## src/rtl/vigna_bus_arbiter.sv

```systemverilog
// Merges vigna instruction and data ports onto one registered valid/ready bus.
// Define ARB_RR_EN for round-robin arbitration instead of fixed D_PRIORITY.
module vigna_bus_arbiter #(
   parameter bit          D_PRIORITY  = 1'b1,
   parameter logic [31:0] I_RDATA_RST = 32'h0000_0013
) (
   input  logic        clk,
   input  logic        resetn,
   input  logic        i_valid,
   output logic        i_ready,
   input  logic [31:0] i_addr,
   output logic [31:0] i_rdata,
   input  logic [31:0] i_wdata,
   input  logic [3:0]  i_wstrb,
   input  logic        d_valid,
   output logic        d_ready,
   input  logic [31:0] d_addr,
   output logic [31:0] d_rdata,
   input  logic [31:0] d_wdata,
   input  logic [3:0]  d_wstrb,
   output logic        m_valid,
   input  logic        m_ready,
   output logic [31:0] m_addr,
   input  logic [31:0] m_rdata,
   output logic [31:0] m_wdata,
   output logic [3:0]  m_wstrb
);

   typedef enum logic [1:0] {IDLE, BUSY, RESP} state_t;

   state_t state, state_nx;
   logic   grant_d;
   logic   pick_d;
   logic   req;

   assign req = i_valid | d_valid;

`ifdef ARB_RR_EN
   logic last_d;

   // A lone requester wins outright; on a tie the port not served last wins.
   always_comb pick_d = d_valid & (~i_valid | ~last_d);

   always_ff @(posedge clk) begin
      if (!resetn)
         last_d <= 1'b0;
      else if (state == IDLE && req)
         last_d <= pick_d;
   end
`else
   always_comb pick_d = d_valid & (~i_valid | D_PRIORITY);
`endif

   always_ff @(posedge clk) begin
      if (!resetn)
         state <= IDLE;
      else
         state <= state_nx;
   end

   always_comb begin
      state_nx = state;
      unique case (state)
         IDLE:    if (req) state_nx = BUSY;
         BUSY:    if (m_ready) state_nx = RESP;
         RESP:    state_nx = IDLE;
         default: state_nx = IDLE;
      endcase
   end

   always_ff @(posedge clk) begin
      if (!resetn) begin
         m_valid <= 1'b0;
         m_addr  <= '0;
         m_wdata <= '0;
         m_wstrb <= '0;
         grant_d <= 1'b0;
         i_ready <= 1'b0;
         d_ready <= 1'b0;
         i_rdata <= I_RDATA_RST;
         d_rdata <= '0;
      end else begin
         i_ready <= 1'b0;
         d_ready <= 1'b0;
         unique case (state)
            IDLE: begin
               if (req) begin
                  m_valid <= 1'b1;
                  grant_d <= pick_d;
                  m_addr  <= pick_d ? d_addr  : i_addr;
                  m_wdata <= pick_d ? d_wdata : i_wdata;
                  m_wstrb <= pick_d ? d_wstrb : i_wstrb;
               end
            end
            BUSY: begin
               if (m_ready) begin
                  m_valid <= 1'b0;
                  if (grant_d) begin
                     d_rdata <= m_rdata;
                     d_ready <= 1'b1;
                  end else begin
                     i_rdata <= m_rdata;
                     i_ready <= 1'b1;
                  end
               end
            end
            default: ;
         endcase
      end
   end

endmodule

```

## config.mk

```make
export PLATFORM = sky130hd
export DESIGN_NAME = vigna_bus_arbiter
export DESIGN_NICKNAME = d
export VERILOG_FILES = /design/src/rtl/vigna_bus_arbiter.sv
export SDC_FILE = /design/constraint.sdc
export NUM_CORES = 1
export LEC_CHECK = 0
export ABC_AREA = 1
export BUFFER_PORTS_ARGS = -buffer_cell sky130_fd_sc_hd__buf_2
export CORE_UTILIZATION = 30
export DETAILED_ROUTE_END_ITERATION = 10
export PLACE_DENSITY = 0.56
export SLEW_MARGIN = 20
export SYNTH_ARGS = -nofsm -noshare
export SYNTH_HDL_FRONTEND = slang
export SYNTH_SLANG_ARGS = --single-unit
export TNS_END_PERCENT = 5
```

## constraint.sdc

```tcl
create_clock -name clk -period 2.2 [get_ports clk]
set_input_delay 0.11 -clock clk [delete_from_list [all_inputs] [get_ports clk]]
set_output_delay 0.11 -clock clk [all_outputs]
set_load 0.01 [all_outputs]
```

# [Word-level counts from Yosys, hierarchy flattened]
# Index checks and enable logic that the tools add are counted.
[totals] in_bits=173 ramBits=0 out_inout_bits=135 elab_cells=34 latchBits=0 mem_bits_ro=0 memories=0 register_bits=138
[classes] n_div=0 n_eq_ne=3 bitwise=2 reduce_logical=8 mux=11 addsub=0 shifts=0 order_cmp=0 multipliers=0
[op_table] cell="$mux W32" count=2
[op_table] cell="$reduce_and A3 Y1" count=4
[op_table] cell="$mux W1" count=4
[op_table] cell="$mux W2" count=2
[op_table] cell="$mux W4" count=1
[op_table] cell="$ne A2 B2 Y1 const B" count=2
[op_table] cell="$pmux W2 S2" count=1
[op_table] cell="$reduce_and A2 Y1" count=2
[op_table] cell="$eq A2 B1 Y1 const B" count=1
[op_table] cell="$logic_not A2 Y1" count=1
[op_table] cell="$pmux W1 S2" count=1
[op_table] cell="$reduce_bool A2 Y1" count=1
[op_table] cell="$not A1 Y1" count=1
[op_table] cell="$or A1 B1 Y1" count=1

# [Logic depth before layout (Yosys ltp)]
[depth] depth_word=3 depth_mapped=9 depth_no_buf=6

# [Least setup slack after synthesis]
# Ideal clock, no wire load.
[synth_path] kind="register to register" startpoint="register state[1]" endpoint="register m_addr[23]" path_stages_with_launch=7 required_time_ns=2.087 arrival_time_ns=1.017 slack_ns=1.070 path_cell_list="dfxtp_1 -> nor2_1 -> nand2_2 -> buf_4 -> buf_2 -> nor2_1 -> nor2_1"
[synth_via] elab_chain_cells=2
[synth_rtl] item="start, declared" line="31" rtl="state_t state, state_nx;"
[synth_rtl] item="start signal, assigned" line="58" rtl="state <= state_nx;"
[synth_rtl] item="$logic_not A2 Y1" line="85" rtl="unique case (state)"
[synth_rtl] item="$reduce_and A2 Y1 (no source line)"
[synth_rtl] item="end signal, assigned" line="90" rtl="m_addr <= pick_d ? d_addr : i_addr;"
[synth_rtl] item="end, declared" line="23" rtl="output logic [31:0] m_addr,"
# Every way passes these cells.
# A chain may end at the register's enable or synchronous reset.

# [Final worst setup path]
[layout_path] startpoint="input port m_ready" endpoint="register i_rdata[22]"
[layout_via] elab_chain_cells=1
[layout_rtl] item="start, declared" line="22" rtl="input logic m_ready,"
[layout_rtl] item="$reduce_and A3 Y1 (no source line)"
[layout_rtl] item="end signal, assigned" line="102" rtl="i_rdata <= m_rdata;"
[layout_rtl] item="end, declared" line="12" rtl="output logic [31:0] i_rdata,"
# Every way passes these cells.

==> flow_metrics.tcl <==
set metrics [dict create \
    drv_slew 0 \
    drt-pass1-iter-count 5 \
    grt_use_total_pct 18.4 \
    dieArea_um2 21900 \
    syn_nets 1234 \
    switching_power_mw 2.02 \
    ys_top_cells_by_area "dfxtp_1 43%, nand2_1 25%, nor2_1 16%" \
    yosys_warnings 0 \
    finalPower_mw 7.44 \
    pwr_density_cell_nw_per_um2 818 \
    htreeDepth 4 \
    dp_cells 1591 \
    grt_max_degree 70 \
    cts.sinks 138 \
    max_stage_delay_ns 0.56 \
    fin_nets 1538 \
    period_minus_slack_ns 1.64 \
    wl_per_cell_um 12.1 \
    critPathCaptureType "flop" \
    dp_hpwl_um 14100 \
    utilization_pct 44.3 \
    setup-tns-final_ns 0 \
    cap_violations 0 \
    synth_area_um2 6380 \
    outcome "finished, final reports clean" \
    rows 52 \
    intPower_mw 5.43 \
    synth_top_area_share_pct 43.3 \
    period_share_pct 74.3 \
    cpLargestDelayFamily "buffers and inverters" \
    tightest_slew_ns 0.734 \
    post_cts_buffers 0 \
    gr-total-overflow 0 \
    cts_tree "built" \
    slowest_stage "dlygate4sd3_1" \
    critPathBufInv 4 \
    via_per_inst 4.20 \
    power.leakage_nw 5.19 \
    hold_class "in2reg" \
    drive_gt1_share_pct 26.0 \
    ys_types 15 \
    cts_buffer_depth 2 \
    ant_nets 0 \
    worstPathRequired_ns 2.51 \
    finalHoldViolCount 0 \
    slew_headroom_pct 51.0 \
    first_iter_violations 259 \
    worstSetupStartpointType "input port" \
    stdcell_area_um2 9100 \
    die_h_um 148 \
    io_pins 308 \
    vias 6910 \
    clk_pin_slew_ns 0.06 \
    ys_ff_latch 138 \
    skew_ns 0.00707 \
    critPathKind "in2reg" \
    clockPowerShare_pct 43.4 \
    worstPathArrival_ns 1.95 \
    vdd_drop_max_v 0.000423 \
    drc 0 \
    place_area_um2 8190 \
    wl_um 19900 \
    yosys.area.top_type "dfxtp_1" \
    coreArea_um2 20600 \
    switching_share_pct 27.1 \
    ys_seq_area_share_pct 43.3 \
    diodes 0 \
    start_util_pct 31.0 \
    cp_cell_sequence "dlygate4sd3_1 > buf_2 > inv_1 > nor2_2 > buf_4 > nand3_1 > nand2_1 > nor2_1" \
    p_seq_share_pct 37.8 \
    grt_pass1_wl_um 31800 \
    dieWidth_um 148 \
    root_buffer "clkbuf_16" \
    grt_pass1_vias 6452 \
    layoutNonFillerInstCount 1646 \
    gp_congestion 0.792 \
    avgSynthCellArea_um2 6.02 \
    critPathMaxFanout 16 \
    numCtsBuffers 17 \
    grt_antenna_before_repair 1 \
    port_buffers 307 \
    syn_inst 1061 \
    fmax_mhz 611 \
    clock_latency_ns 0.42 \
    p_comb_share_pct 18.8 \
    setup_viol 0 \
    synthToLayoutAreaGrowth_pct 42.6 \
    rsz0062_at_grt "no" \
]
[final timing paths]
path,from,to,slack [ns],cells after the start
worst max-delay path,m_ready,i_rdata[22],0.56,8
worst min-delay path,d_addr[1],m_addr[1],0.02,5
worst max register to register,grant_d,i_rdata[22],0.66,5
worst min register to register,m_valid,m_valid,0.47,2
[synth_stat cells, drive strengths merged]
| cell | instances |
|---|---|
| nor3 | 1 |
| a21oi | 3 |
| nand3 | 65 |
| nor2 | 265 |
| buf | 42 |
| nand2 | 418 |
| inv | 108 |
| dfxtp | 138 |
| clkbuf | 21 |
[worst reg2reg max path: stages, from the launching register on]
cell     delay (ns)
dfxtp_1        0.34
nor2_2         0.59
buf_4          0.30
nand3_1        0.09
nand2_1        0.08
nor2_1         0.04
[through the flow]
step	setup slack, ns	hold slack, ns
6_report	0.565	0.0197
2_1_floorplan	1.07	0.223
5_1_grt	0.377	0.0333
4_1_cts	0.586	0.000481
3_5_place_dp	0.661	0.336
3_3_place_gp	0.686	0.332
[final cells by class]
class	count	area, µm²
timing repair buffer	348	2000
sequential	138	2760
fill	2265	11500
tap	270	338
clock buffer	19	443
multi-input combinational	752	2930
inverter	108	408
clock inverter	11	220
[power by group through the flow]
stage	Sequential, mW	Combinational, mW	Clock (mW)
floorplan	2.96	0.713	0
global placement	2.86	1.37	0
detailed placement	2.87	1.37	0
CTS	2.81	1.42	3.32
global route	2.84	1.59	3.43
finish	2.81	1.40	3.23
[kinds of logic (layout without fill, tap and decap cells)]
group	Yosys count	in the layout	share of synthesized area, %
simple gates	749	749	45.4
compound gates	3	3	0.235
buf+inv	171	486	11.1
flops	138	138	43.3
[what timing repair did]
item / 4_1_cts / 5_1_grt
hold buffers: 25 / 0
resized for setup: 0 / 0
endpoints found under the hold margin: 18 / 0
[cells in the final DEF (no fill, tap or decap)]
| master | instances |
|---|---|
| a21oi_1 | 3 |
| buf_12 | 7 |
| buf_2 | 306 |
| buf_4 | 10 |
| bufinv_16 | 6 |
| clkbuf_1 | 1 |
| clkbuf_16 | 17 |
| clkbuf_8 | 1 |
| clkinv_2 | 1 |
| clkinv_4 | 4 |
| dfxtp_1 | 138 |
| dlygate4sd3_1 | 25 |
| inv_1 | 107 |
| inv_4 | 1 |
| nand2_1 | 417 |
| nand2_4 | 1 |
| nand3_1 | 65 |
| nor2_1 | 261 |
| nor2_2 | 3 |
| nor2_4 | 1 |
| nor3_1 | 1 |
[metal layers]
layer	up-vias	share of wire, %	global-route usage [%]
met5	-	0.070	0
met4	2	1.8	6.60
li1	3716	-	-
met2	239	46	31.1
met1	2926	45	22.0
met3	27	7.6	5.74
[flip-flops by register name, indices dropped and copies added (netlist names)]
register,count
d_ready,1
m_addr,32
m_valid,1
grant_d,1
d_rdata,32
state,2
i_ready,1
m_wstrb,4
m_wdata,32
i_rdata,32
(Power assumes the default switching activity.)
